File: config.mk
export PLATFORM = sky130hd
export DESIGN_NAME = fifo_rd_stream
export DESIGN_NICKNAME = d
export VERILOG_FILES = /design/src/rtl/fifo_pkg.sv /design/src/rtl/fifo_rd_skid_buf.sv /design/src/rtl/fifo_rd_stream.sv
export SDC_FILE = /design/constraint.sdc
export NUM_CORES = 1
export LEC_CHECK = 0
export CORE_MARGIN = 5
export CORE_UTILIZATION = 56
export DETAILED_ROUTE_END_ITERATION = 8
export PLACE_DENSITY_LB_ADDON = 0.08
export SYNTH_ARGS = -nofsm -noshare
export SYNTH_HDL_FRONTEND = slang
export SYNTH_SLANG_ARGS = --single-unit
File: constraint.sdc
create_clock -name clk -period 2.9 [get_ports clk]
set_input_delay 0.29 -clock clk [delete_from_list [all_inputs] [get_ports clk]]
set_output_delay 0.29 -clock clk [all_outputs]
set_load 0.05 [all_outputs]
File: src/rtl/fifo_pkg.sv
// Shared helpers for the FIFO read-side stream adapter: latency legality,
// prefetch depth derivation and occupancy-counter width.
package fifo_pkg;

  localparam int RD_LATENCY_MIN = 1;
  localparam int RD_LATENCY_MAX = 3;

  // The adapter only supports the read latencies the FIFO can be built with.
  function automatic bit rd_latency_ok(input int rd_latency);
    return (rd_latency >= RD_LATENCY_MIN) && (rd_latency <= RD_LATENCY_MAX);
  endfunction

  // Enough entries to cover every word in flight plus one being consumed
  // and one landing, so a steady stream never starves.
  function automatic int buf_depth(input int rd_latency);
    return rd_latency + 2;
  endfunction

  // Counter must represent 0..depth inclusive.
  function automatic int count_width(input int depth);
    return $clog2(depth + 1);
  endfunction

endpackage

File: src/rtl/fifo_rd_skid_buf.sv
// Small register ring that holds prefetched FIFO words until the consumer
// takes them. The depth need not be a power of two, so pointers wrap with
// an explicit compare against the last index.
module fifo_rd_skid_buf
  import fifo_pkg::*;
#(
  parameter int WIDTH = 8,
  parameter int DEPTH = 3,
  parameter int CNT_W = count_width(DEPTH)
) (
  input  logic             clk,
  input  logic             rst,
  input  logic             wr_en,
  input  logic [WIDTH-1:0] wr_data,
  input  logic             rd_en,
  output logic [WIDTH-1:0] rd_data,
  output logic             valid,
  output logic [CNT_W-1:0] count
);

  localparam int PTR_W = (DEPTH > 1) ? $clog2(DEPTH) : 1;
  localparam logic [PTR_W-1:0] LAST_IDX = PTR_W'(DEPTH - 1);
  localparam logic [CNT_W-1:0] FULL_CNT = CNT_W'(DEPTH);

  logic [WIDTH-1:0] mem [DEPTH];
  logic [PTR_W-1:0] wr_ptr;
  logic [PTR_W-1:0] rd_ptr;
  logic [CNT_W-1:0] count_next;
  logic             pop;

  function automatic logic [PTR_W-1:0] ptr_inc(input logic [PTR_W-1:0] ptr);
    return (ptr == LAST_IDX) ? '0 : ptr + PTR_W'(1);
  endfunction

  assign pop     = rd_en && valid;
  assign rd_data = mem[rd_ptr];

  // Occupancy after this edge; a simultaneous write and pop leaves it unchanged.
  always_comb begin
    count_next = count;
    if (wr_en && !pop) begin
      count_next = count + CNT_W'(1);
    end else if (pop && !wr_en) begin
      count_next = count - CNT_W'(1);
    end
  end

  // Ring storage, pointers, count and the registered valid flag.
  always_ff @(posedge clk or posedge rst) begin
    if (rst) begin
      for (int i = 0; i < DEPTH; i++) begin
        mem[i] <= '0;
      end
      wr_ptr <= '0;
      rd_ptr <= '0;
      count  <= '0;
      valid  <= 1'b0;
    end else begin
      if (wr_en) begin
        mem[wr_ptr] <= wr_data;
        wr_ptr      <= ptr_inc(wr_ptr);
      end
      if (pop) begin
        rd_ptr <= ptr_inc(rd_ptr);
      end
      count <= count_next;
      valid <= (count_next != '0);
    end
  end

  // The issuing side only requests words it has room for, so a landing word
  // can never find the ring full.
  assert property (@(posedge clk) disable iff (rst) !(wr_en && (count == FULL_CNT)));

endmodule

File: src/rtl/fifo_rd_stream.sv
// Read-side adapter for the flop-based FIFO: issues pops against a credit
// budget, tracks reads in flight across the FIFO read latency, and presents
// the landed words as a registered valid/ready stream.
module fifo_rd_stream
  import fifo_pkg::*;
#(
  parameter  int WIDTH      = 8,
  parameter  int RD_LATENCY = 1,
  localparam int BUF_DEPTH  = buf_depth(RD_LATENCY),
  localparam int CNT_W      = count_width(BUF_DEPTH)
) (
  input  logic             clk,
  input  logic             rst,
  input  logic             fifo_empty,
  output logic             fifo_rd_en,
  input  logic [WIDTH-1:0] fifo_rd_data,
  output logic             m_valid,
  input  logic             m_ready,
  output logic [WIDTH-1:0] m_data,
  output logic [CNT_W-1:0] m_count
);

  localparam int SUM_W = CNT_W + 1;

  if (!rd_latency_ok(RD_LATENCY)) begin : g_bad_latency
    $error("fifo_rd_stream: RD_LATENCY must be in 1..3");
  end

  logic [RD_LATENCY-1:0] inflight;
  logic                  arrive;
  logic [SUM_W-1:0]      credit_used;

  // Words held plus words still coming back from the FIFO; issuing is
  // throttled on this so the buffer can always accept every arrival.
  // Only registered state feeds it, so m_ready never reaches fifo_rd_en.
  assign credit_used = SUM_W'(m_count) + SUM_W'($countones(inflight));
  assign fifo_rd_en  = !rst && !fifo_empty && (credit_used < SUM_W'(BUF_DEPTH));
  assign arrive      = inflight[RD_LATENCY-1];

  // Delay line of issued pops; the top bit marks the word arriving this cycle.
  always_ff @(posedge clk or posedge rst) begin
    if (rst) begin
      inflight <= '0;
    end else begin
      inflight <= RD_LATENCY'({inflight, fifo_rd_en});
    end
  end

  fifo_rd_skid_buf #(
    .WIDTH(WIDTH),
    .DEPTH(BUF_DEPTH),
    .CNT_W(CNT_W)
  ) u_skid_buf (
    .clk     (clk),
    .rst     (rst),
    .wr_en   (arrive),
    .wr_data (fifo_rd_data),
    .rd_en   (m_ready),
    .rd_data (m_data),
    .valid   (m_valid),
    .count   (m_count)
  );

endmodule

==> summary.md, run 1 <==
| Metric | Value |
|---|---|
| Outcome | `finished clean` |
| Bufs and invs on worst path | `1` |
| Synth top cells by count | `32 x dfrtp_1, 16 x mux2_2, 11 x nand2_1` |
| Post-synthesis instance area | `1490 sq um` |
| Port Buf Inserts | `23` |
| First-iteration detailed-routing DRC count | `15` |
| Post-synth top area cell | `dfrtp_1` |
| Final Cycle Share | `0.906` |
| Setup crit end kind | `primary output` |
| Worst-Skew Late Latency | `0.32 ns` |
| Final net count | `155` |
| Critical path's top delay family | `buffers and inverters` |
| Via count | `953` |
| Placed Area | `1740 sq um` |
| Crit-path slowest cell | `clkdlybuf4s50_1` |
| Seq cells post-synth | `32` |
| Residual DRC count | `0` |
| Crit path from | `u_skid_buf.rd_ptr[0]$_DFFE_PP0P_` |
| Critical path class | `reg2out` |
| Htree depth | `2` |
| Worst Skew | `0.00454 ns` |
| RD Place Congestion | `0.736` |
| Final-report max-slew violation count | `0` |
| Synth top area share | `0.538` |
| Synth Flop Type | `dfrtp_1` |
| Number of synthesized flops with an enable pin | `0` |
| Fin. Hold Viols | `0` |
| Hold crit path type | `in2async` |
| Initial antenna violation count | `0` |
| Total Routing Usage GR | `0.176` |
| Area grow syn2layout | `21.3%` |
| Vias in the first global route | `1,026` |
| Post-CTS Setup Bufs | `0` |
| Yosys cell types | `27` |
| Synthesized Nets | `127` |
| FF-to-FF Start | `arrive$_DFF_PP0_` |
| Fraction of registers with async set/reset | `1.00` |
| Die extent in x | `61.5 um` |
| CTS tree | `done` |
| Post-route cell area | `1800 sq um` |
| Placeable Area | `2500 sq um` |
| Tmin final | `2.63 ns` |
| Vias/cell | `5.54` |
| Largest cells by area after synthesis | `dfrtp_1 54%, mux2_2 12%, mux2_4 8.1%` |
| Fmax | `381 MHz` |
| Clk pin slew, worst setup/hold paths | `0.09 ns` |
| Antenna cell count | `0` |
| Antenna viol nets, final | `0` |
| FILL cells | `175` |
| Gate Count Post-Synth | `113` |
| Layout cells sized above 1 | `0.261` |
| IO Pins | `24` |
| Worst reg-to-reg path cell count | `3` |
| CTS root buffer | `clkbuf_4` |
| Max-cap violations | `0` |
| Max-Slew Margin vs Limit | `0.642` |
| Num Clock Sinks | `32` |
| Dpl hpwl | `1.83 mm` |
| Largest stage delay, worst path | `0.85 ns` |
| DIE AREA | `3790 sq um` |
| Pin count of the biggest net entering global routing | `33` |
| Syn Area/Cell | `13.2 sq um` |
| Row cnt | `18` |
| Final TNS setup | `0 ns` |
| Most frequent cell after synthesis | `dfrtp_1` |
| RSZ-0062 raised after global routing | `false` |
| Stages on the worst setup path | `4` |
| Die Ht | `61.5 um` |
| CP Data Required Time | `2.61 ns` |
| Starting Density | `0.595` |
| Final Routed Wirelength | `2.67 mm` |
| CTS buffer count | `5` |
| Ys Warns | `0` |
| Seq/Total Area, Yosys | `0.538` |
| Clock Tree Buf Depth | `2` |
| CP Launch Type | `flip-flop` |
| Hold-fix buffers, CTS | `0` |
| Worst-path maximum fanout | `13` |
| Crit-path cells | `nor2b_2, nand2_1, o21ai_0, clkdlybuf4s50_1` |
| Post_cts resized | `0` |
| Grt ovf | `0` |
| DRT Pass-1 Iters | `4` |
| WL per Instance | `15.5 um` |
| Finish-stage setup viols | `0` |
| Worst-Margin Slew | `0.537 ns` |
| First-pass GRT wire length | `4.69 mm` |
| WP data arrival | `2.34 ns` |
tightest hold or removal path, stage by stage:
cell and delay [ns]:
clkdlybuf4s50_1 0.43, inv_1 0.06, buf_4 0.36
flip-flops by register name, summed over array words and instances (netlist names):
| signal | flops |
|---|---|
| arrive | 1 |
| u_skid_buf.valid | 1 |
| u_skid_buf.rd_ptr | 2 |
| u_skid_buf.wr_ptr | 2 |
| u_skid_buf.count | 2 |
| u_skid_buf.mem | 24 |
metal layers:
metal  vias to the layer above  track usage  share of wire
met4                         0       0.0636          0.012
met2                        22        0.283           0.48
li1                        463            -              -
met1                       464        0.217           0.46
met5                         -            0              0
met3                         4       0.0671          0.055
cell families after synthesis:
logic type	share of synthesized area
AOI/OAI and AO/OA	0.0656
xor gates and xnor gates	0.0177
adders and majority gates	0.0168
buffers and inverters	0.0303
DFF	0.538
muxes	0.256
and+or+nand+nor	0.0757
through the flow:
stage,worst slack (ns),utilization,hold WS (ns),cells
final,0.272,0.722,0.396,172
after detailed placement,0.514,0.697,0.494,164
after global placement,0.569,0.697,0.489,164
after CTS,0.0911,0.721,0.385,172
after floorplan,0.264,-,0.406,113
after global routing,0.110,0.722,0.427,172
final timing paths:
path	endpoint	slack (ns)
min in group clk	u_skid_buf.mem[11]$_DFFE_PP0P_	0.52
max in group asynchronous	u_skid_buf.mem[21]$_DFFE_PP0P_	2.22
max	m_data[0]	0.27
min reg2reg	u_skid_buf.mem[11]$_DFFE_PP0P_	0.52
max reg2reg	u_skid_buf.mem[6]$_DFFE_PP0P_	1.19
min	u_skid_buf.valid$_DFF_PP0_	0.40
area by class of cell:
class,instances,area (sq um),area share
Sequential cell,32,801,0.444
Timing Repair Buffer,25,243,0.135
Inverter,3,13.8,0.00763
Tap cell,30,37.5,0.0208
Clock buffer,8,58.8,0.0326
Multi-Input combinational cell,74,651,0.361
placed cells by master, fill, tap and decap left out:
master,Yosys,final
dfrtp_1,32,32
clkdlybuf4s50_1,0,22
mux2_2,16,16
nand2_1,11,11
mux2_4,8,8
o21ai_0,8,8
mux2i_1,8,8
clkbuf_4,0,5
a21o_1,3,3
o22ai_1,3,3
buf_4,0,3
inv_1,2,2
xnor2_1,2,2
nand3b_1,2,2
ha_1,2,2
clkbuf_1,1,2
inv_4,1,1
or3_1,1,1
nor3_4,1,1
nor3_1,1,1
nand3_1,1,1
nor3b_1,1,1
nor2b_2,0,1
and2_1,1,1
xor2_1,1,1
nor2_1,1,1
a22oi_1,1,1
a2111oi_2,0,1
clkbuf_8,0,1
Power of run 1 is not shown: default switching activity piles up to over one toggle a cycle in this logic, so the estimate is an artifact.
==> run 2, diff against run 1 <==
Settings changed: MAX_ROUTING_LAYER set to met4.
==> run 2 against run 1 <==
- utilization unchanged
- highest routed layer unchanged
- global-route usage grew 0.56 points
- non-clock buffer count stayed put
- wire length is 0.79% lower
- first-iteration DRC count grew 60%
- fmax is essentially flat
- sequential cell count unchanged
- hold slack got worse by 0.0034 ns
- via count shrank 0.84%
- setup slack got worse by 0.00078 ns
==> summary.md, run 2 (synthesized netlist as in run 1, its figures left out) <==
| Metric | Value |
|---|---|
| Finish-stage setup viols | `0 (unchanged)` |
| Starting Density | `0.595 (unchanged)` |
| Worst-Skew Late Latency | `0.32 ns (about the same)` |
| Final Cycle Share | `0.906 (about the same)` |
| Largest stage delay, worst path | `0.85 ns (about the same)` |
| Clock Tree Buf Depth | `2 (unchanged)` |
| CTS tree | `done (unchanged)` |
| Port Buf Inserts | `23 (unchanged)` |
| Commonest non-fill, non-tap cell in the layout | `dfrtp_1 (unchanged)` |
| Layout cells sized above 1 | `0.261 (unchanged)` |
| Final TNS setup | `0 ns (unchanged)` |
| Final net count | `155 (unchanged)` |
| Max reg flops | `24 (unchanged)` |
| Placeable Area | `2500 sq um (unchanged)` |
| Vias/cell | `5.49 (was 5.54)` |
| CTS buffer count | `5 (unchanged)` |
| Top reg by flops | `u_skid_buf.mem (unchanged)` |
| IO Pins | `24 (unchanged)` |
| Row cnt | `18 (unchanged)` |
| DRT Pass-1 Iters | `4 (unchanged)` |
| Setup crit end kind | `primary output (unchanged)` |
| FF-to-FF Start | `arrive$_DFF_PP0_ (unchanged)` |
| Post-CTS Setup Bufs | `0 (unchanged)` |
| Cell count after placement | `164 (unchanged)` |
| Initial antenna violation count | `0 (unchanged)` |
| Worst reg2reg setup slack | `1.19 ns (about the same)` |
| RSZ-0062 raised after global routing | `false (unchanged)` |
| Antenna viol nets, final | `0 (unchanged)` |
| Hold Slack | `0.393 ns (was 0.396 ns)` |
| Worst R2R End | `u_skid_buf.mem[6]$_DFFE_PP0P_ (unchanged)` |
| Crit-path slowest cell | `clkdlybuf4s50_1 (unchanged)` |
| Worst-path maximum fanout | `13 (unchanged)` |
| CTS root buffer | `clkbuf_4 (unchanged)` |
| Tmin final | `2.63 ns (about the same)` |
| Clk pin slew, worst setup/hold paths | `0.09 ns (about the same)` |
| Pin count of the biggest net entering global routing | `33 (unchanged)` |
| Residual DRC count | `0 (unchanged)` |
| Worst Skew | `0.00539 ns (was 0.00454 ns)` |
| Crit-path cells | `nor2b_2, nand2_1, o21ai_0, clkdlybuf4s50_1 (unchanged)` |
| RD Place Congestion | `0.745 (was 0.736)` |
| WP data arrival | `2.34 ns (about the same)` |
| Grt ovf | `0 (unchanged)` |
| First-iteration detailed-routing DRC count | `24 (was 15)` |
| Die Ht | `61.5 um (unchanged)` |
| Post-route insts no fill | `172 (unchanged)` |
| DIE AREA | `3790 sq um (unchanged)` |
| Hold-fix buffers, CTS | `0 (unchanged)` |
| Fin. Hold Viols | `0 (unchanged)` |
| FILL cells | `175 (unchanged)` |
| CP Data Required Time | `2.61 ns (about the same)` |
| CP Launch Type | `flip-flop (unchanged)` |
| Via count | `945 (was 953)` |
| Total Routing Usage GR | `0.182 (was 0.176)` |
| Antenna cell count | `0 (unchanged)` |
| Hold crit path type | `in2async (unchanged)` |
| Post_cts resized | `0 (unchanged)` |
| Worst-Margin Slew | `0.539 ns (was 0.537 ns)` |
| Die extent in x | `61.5 um (unchanged)` |
| First-pass GRT wire length | `4.69 mm (unchanged)` |
| Worst reg-to-reg path cell count | `3 (unchanged)` |
| Max-Slew Margin vs Limit | `0.640 (was 0.642)` |
| Final Routed Wirelength | `2.65 mm (was 2.67 mm)` |
| Max-cap violations | `0 (unchanged)` |
| Critical path class | `reg2out (unchanged)` |
| WL per Instance | `15.4 um (was 15.5 um)` |
| Num Clock Sinks | `32 (unchanged)` |
| Dpl hpwl | `1.83 mm (unchanged)` |
| Htree depth | `2 (unchanged)` |
| Vias in the first global route | `1,029 (was 1,026)` |
| Fmax | `380 MHz (was 381 MHz)` |
| Final-report max-slew violation count | `0 (unchanged)` |
| Commonest cells after routing, fill and taps aside | `32 x dfrtp_1, 22 x clkdlybuf4s50_1, 16 x mux2_2 (unchanged)` |
| Outcome | `finished clean (unchanged)` |
| Area grow syn2layout | `21.3% (unchanged)` |
==> run 2: cell counts in the layout (fill, tap and decap cells not counted) <==
No cell type changed its count.
==> run 2: worst max-delay path by stage <==
stage	from	end	slack [ns]	cells past startpoint
floorplan	u_skid_buf.count[0]$_DFF_PP0_	fifo_rd_en	0.26	3
global route	u_skid_buf.rd_ptr[0]$_DFFE_PP0P_	m_data[0]	0.11	4
CTS	u_skid_buf.rd_ptr[0]$_DFFE_PP0P_	m_data[0]	0.09	4
global placement	u_skid_buf.rd_ptr[0]$_DFFE_PP0P_	m_data[0]	0.57	4
finish	u_skid_buf.rd_ptr[0]$_DFFE_PP0P_	m_data[0]	0.27	4
detailed placement	u_skid_buf.rd_ptr[0]$_DFFE_PP0P_	m_data[0]	0.51	4
==> run 2: final cells by class <==
cell class,instances,area [sq um],share of cell area
Timing Repair Buffer,25,243,0.135
Tap cell,30,37.5,0.0208
Inverter,3,13.8,0.00763
Multi-Input combinational cell,74,651,0.361
Clock buffer,8,58.8,0.0326
Sequential cell,32,801,0.444
==> run 2: worst max-delay path, delay by kind of cell (launching register included) <==
kind / cells / cell delay [ns]
AO/OA/AOI/OAI: 1 / 0.11
buffers and inverters: 1 / 0.85
flip-flops: 1 / 0.57
AND/OR/NAND/NOR: 2 / 0.50
==> run 2: through the flow <==
| step | util | setup slack (ns) | instance area (sq um) |
|---|---|---|---|
| 6_report | 0.722 | 0.271 | 1800 |
| 2_1_floorplan | - | 0.264 | 1490 |
| 4_1_cts | 0.721 | 0.0911 | 1800 |
| 3_5_place_dp | 0.697 | 0.514 | 1740 |
| 3_3_place_gp | 0.697 | 0.569 | 1740 |
| 5_1_grt | 0.722 | 0.110 | 1800 |
==> run 2: metal layers <==
layer / part of all wire / up-vias / GRT usage
met5: 0 / - / -
met4: 0.012 / 0 / 0.0636
met3: 0.055 / 4 / 0.0671
met2: 0.48 / 20 / 0.283
met1: 0.46 / 459 / 0.217
li1: - / 462 / -
Power of run 2 is left out for the same reason.
==> patch 1, RTL diff (settings of run 2) <==
`WIDTH` is set to 8 in 2 places; all go to 10.
--- a/src/rtl/fifo_rd_skid_buf.sv
+++ b/src/rtl/fifo_rd_skid_buf.sv
@@ -5,5 +5,5 @@
   import fifo_pkg::*;
 #(
-  parameter int WIDTH = 8,
+  parameter int WIDTH = 10,
   parameter int DEPTH = 3,
   parameter int CNT_W = count_width(DEPTH)
--- a/src/rtl/fifo_rd_stream.sv
+++ b/src/rtl/fifo_rd_stream.sv
@@ -5,5 +5,5 @@
   import fifo_pkg::*;
 #(
-  parameter  int WIDTH      = 8,
+  parameter  int WIDTH      = 10,
   parameter  int RD_LATENCY = 1,
   localparam int BUF_DEPTH  = buf_depth(RD_LATENCY),
Ports: changed (resized fifo_rd_data and m_data); port bits go from 24 to 28. The function was not compared with the original's and may differ.
==> patch 1 against run 2 <==
- wire length rose by 25%
- sequential cell count up 6
- synthesized area up 19%
- final area increased by 19%
- count of clock-buffer cells in the layout down 1
- setup slack improved by 21 ps
==> patch 1: results (changes against run 2) <==
Logic synthesis
  • Mux contribution to synthesized area: 0.280 (+0.0246)
  • Syn_area_per_cell: 13.1 um^2 (-0.53%)
  • Post-Synth Adder-Cell Area: 0.0142 (-0.00267)
  • XOR/XNOR Fraction of Synth Area: 0.0149 (-0.00280)
  • Post-synthesis sequential area ratio: 0.538 (about the same)
  • Post-Syn Nets: 151 (+19%)
  • Compound-Gate Fraction of Synth Area: 0.0566 (-0.00898)
  • Top post-synthesis cells by count: dfrtp_1 (38), mux2_2 (20), nand2_1 (13)
  • Largest cells by area after synthesis: dfrtp_1 (54%), mux2_2 (13%), mux2_4 (8.5%), mux2i_1 (6.8%), nand2_1 (2.8%)

Setup path
  • Critical path arrival: 2320 ps (-20 ps)
  • Crit path launch: arrive
  • Worst path max stage delay: 580 ps (-270 ps)
  • Worst r2r path cells: 2 (-1)
  • Crit path capture: fifo_rd_en
  • Crit Path Max Fanout: 9 (-4)
  • Slowest-stage cell, CP: dlygate4sd2_1
  • R2R Setup Slk: 1270 ps (+80 ps)
  • Reg-to-reg endpoint: u_skid_buf.mem[17]

Drt
  • Met2 Routed Length: 1630 um (+29%)
  • Vias per cell: 5.33 (-2.9%)
  • Routed wl met3: 183 um (+25%)
  • Metal1 wirelength: 1440 um (+19%)
  • Detailed Route Iter0 Violations: 37 (+54%)

Global routing
  • Largest net degree at the start of global routing: 39 (+18%)
  • Met1 usage: 0.210 (-0.00634)
  • M3 GR Usage: 0.0493 (-0.0178)
  • Vias in the first global route: 1216 (+18%)
  • First-pass GRT wire length: 5660 um (+21%)
  • Aggregate global-route resource usage: 0.183 (+0.00155)

Timing
  • WHS: 393 ps (+0.132 ps)
  • Slew headroom: 0.591 (-0.0497)
  • Final setup margin: 292 ps (+20.8 ps)
  • Layout Skew: 8.21 ps (+2.82 ps)

Layout
  • Layout cell share with drive strength beyond 1: 0.283 (+0.0226)
  • Layout Cells excl Fill: 210 (+22%)
  • Final nets: 181 (+17%)
  • Max reg flops: 30 (+25%)

Outcome
  • Status: finished, final reports clean

Place
  • Dpl ws: 342 ps (-172 ps)
  • Port Buffers: 27 (+17%)
  • Placed instance count: 202 (+23%)
  • GPL Wtd Cong: 0.667 (-10%)
  • Hpwl dp: 2250 um (+23%)
  • Post-placement cell area: 2080 um^2 (+19%)

CTS
  • Reg clk slew, reported paths: 110 ps (+20 ps)
  • Post-cts sizing count: 1 (+1)
  • Max Root-Sink Buffers: 2 (unchanged)
==> patch 1: cell count changes in the layout (fill, tap and decap cells not counted), moves of 2 or more <==
| cell | change |
|---|---|
| nand2_1 | +2 |
| o21ai_0 | -2 |
| mux2_2 | +4 |
| clkdlybuf4s50_1 | +4 |
| mux2i_1 | +4 |
| nand3b_1 | -2 |
| mux2_4 | +2 |
| o22ai_1 | +3 |
| dfrtp_1 | +5 |
| a21o_1 | -2 |
==> patch 1: area by class of cell <==
| cell class | instances | area (um^2) |
|---|---|---|
| flip-flops and latches | 38 | 952 |
| inverters | 3 | 13.8 |
| well taps | 44 | 55.1 |
| multi-input cells | 86 | 761 |
| fillers | 242 | 897 |
| clock inverters | 1 | 30.0 |
| repair buffers | 31 | 299 |
| clock buffers | 7 | 45.0 |
==> patch 1: report_power, final <==
part / total, mW / switching (mW) / internal [mW]
registers: 1.02 / 0.230 / 0.793
logic: 1.50 / 0.824 / 0.673
clock network: 0.358 / 0.175 / 0.183
total: 2.88 / 1.23 / 1.65
==> patch 2, RTL diff (flow settings as in run 2) <==
Without the edit above. Put a register stage on the output `m_count`, cleared by the reset. The value now appears one clock later. The other outputs are not delayed to match.
--- a/src/rtl/fifo_rd_stream.sv
+++ b/src/rtl/fifo_rd_stream.sv
@@ -23,4 +23,6 @@
   localparam int SUM_W = CNT_W + 1;
 
+  logic [CNT_W-1:0] m_count_d;
+
   if (!rd_latency_ok(RD_LATENCY)) begin : g_bad_latency
     $error("fifo_rd_stream: RD_LATENCY must be in 1..3");
@@ -34,5 +36,5 @@
   // throttled on this so the buffer can always accept every arrival.
   // Only registered state feeds it, so m_ready never reaches fifo_rd_en.
-  assign credit_used = SUM_W'(m_count) + SUM_W'($countones(inflight));
+  assign credit_used = SUM_W'(m_count_d) + SUM_W'($countones(inflight));
   assign fifo_rd_en  = !rst && !fifo_empty && (credit_used < SUM_W'(BUF_DEPTH));
   assign arrive      = inflight[RD_LATENCY-1];
@@ -59,6 +61,14 @@
     .rd_data (m_data),
     .valid   (m_valid),
-    .count   (m_count)
+    .count   (m_count_d)
   );
+
+  always_ff @(posedge clk or posedge rst) begin
+    if (rst) begin
+      m_count <= '0;
+    end else begin
+      m_count <= m_count_d;
+    end
+  end
 
 endmodule
Check against the original RTL: not equivalent (a bounded check fails within 4 cycles, from zero or initial values and one cycle with rst high).
==> patch 2 against run 2 <==
- setup slack lost 7.0 ps
- wire length grew 4.9%
- critical path type unchanged
- critical endpoint is now m_data[2]
- sequential cell count grew 2
- clock skew grew 5.8 ps
- synthesized cell count grew 3.5%
- register-to-register slack is essentially flat
- synthesized area grew 3.4%
- final area grew 2.9%
- first-iteration DRC count grew 33%
- count of clock-buffer cells in the layout shrank 2
Power is left out: the tool's default activity adds up to more than one toggle a clock period on the data nets, which glitch-free logic cannot reach.
==> patch 2: results (changes against run 2) <==
Outcome
  • Status: finished, final reports clean

Setup path
  • Worst r2r src: arrive
  • Reg-to-reg endpoint: u_skid_buf.mem[7]
  • Crit Path Max Fanout: 12 (-1)
  • Crit path capture: m_data[2]
  • Worst r2r path cells: 3 (unchanged)
  • Crit path launch: u_skid_buf.rd_ptr[1]

Logic synthesis
  • Mux contribution to synthesized area: 0.247 (-0.00832)
  • Post-Synth Adder-Cell Area: 0.0163 (-0.000547)
  • Post-Syn Nets: 131 (+3.1%)
  • Syn_area_per_cell: 13.1 um^2 (-0.17%)
  • Synth Warn #: 0 (unchanged)
  • XOR/XNOR Fraction of Synth Area: 0.0171 (-0.000575)
  • Post-synthesis sequential area ratio: 0.553 (+0.0150)
  • Compound-Gate Fraction of Synth Area: 0.0610 (-0.00458)
  • Top post-synthesis cells by count: dfrtp_1 (34), mux2_2 (16), nand2_1 (13)
  • Ys async rst share: 1.00 (unchanged)
  • Largest cells by area after synthesis: dfrtp_1 (55%), mux2_2 (12%), mux2_4 (7.8%), mux2i_1 (5.2%), o21ai_0 (3.3%)
  • Unique masters post-synth: 26 (-3.7%)
  • Post-synth EDFFs: 0 (unchanged)

Timing
  • Slew headroom: 0.649 (+0.00891)
  • WHS: 383 ps (-9.90 ps)
  • Layout Skew: 11.2 ps (+5.77 ps)

Layout
  • Layout cell share with drive strength beyond 1: 0.269 (+0.00840)
  • # fillers: 207 (+18%)
  • # diodes: 0 (unchanged)
  • Final nets: 158 (+1.9%)

Drt
  • Routed wl met3: 140 um (-4.1%)
  • Vias per cell: 5.48 (-0.31%)
  • Metal1 wirelength: 1340 um (+11%)
  • Detailed Route Iter0 Violations: 32 (+33%)
  • Routed vias: 964 (+2.0%)
  • Met2 Routed Length: 1260 um (-0.48%)
  • Avg WL per Cell: 15.8 um (+2.6%)
  • DR pass1 iterations: 4 (unchanged)

Global routing
  • Aggregate global-route resource usage: 0.159 (-0.0229)
  • Initial antenna violation count: 0 (unchanged)
  • M2 GR Usage: 0.234 (-0.0481)
  • Met1 usage: 0.208 (-0.00919)
  • Largest net degree at the start of global routing: 35 (+6.1%)
  • Vias in the first global route: 1033 (+0.39%)
  • M3 GR Usage: 0.0432 (-0.0239)
  • First-pass GRT wire length: 4760 um (+1.5%)

CTS
  • Reg clk slew, reported paths: approximately 100 ps
  • Clock root buffer: clkbuf_4

Place
  • Hpwl dp: 1890 um (+3.6%)
  • Placed instance count: 168 (+2.4%)
  • GPL Wtd Cong: 0.717 (-3.7%)
[patch 2: cell count changes in the layout (fill, tap and decap cells not counted), moves of 2 or more]
cell | run 2 | this run
clkbuf_1 | 2 | 0
dfrtp_1 | 32 | 34
nand2_1 | 11 | 13
o21ai_0 | 8 | 10
[patch 2: stage by stage]
step,setup WS (ps),util,area [um^2]
after CTS,114,0.690,1850
after global placement,599,0.667,1790
after detailed placement,505,0.667,1790
final,264,0.691,1860
after floorplan,534,-,1540
after global routing,150,0.691,1860
[patch 2: final cells by class]
cell class | count | area (um^2) | share of cell area
Timing Repair Buffer | 25 | 243 | 0.131
Multi-Input combinational cell | 75 | 647 | 0.348
Inverter | 3 | 13.8 | 0.00741
Clock buffer | 6 | 51.3 | 0.0276
Tap cell | 31 | 38.8 | 0.0209
Sequential cell | 34 | 851 | 0.458
Clock inverter | 2 | 12.5 | 0.00674
[patch 2: critical path: stages, from the launching register on]
cell and delay (ps):
dfrtp_1 560, nor2b_2 410, nand2_1 80, o21ai_0 110, clkdlybuf4s50_1 850
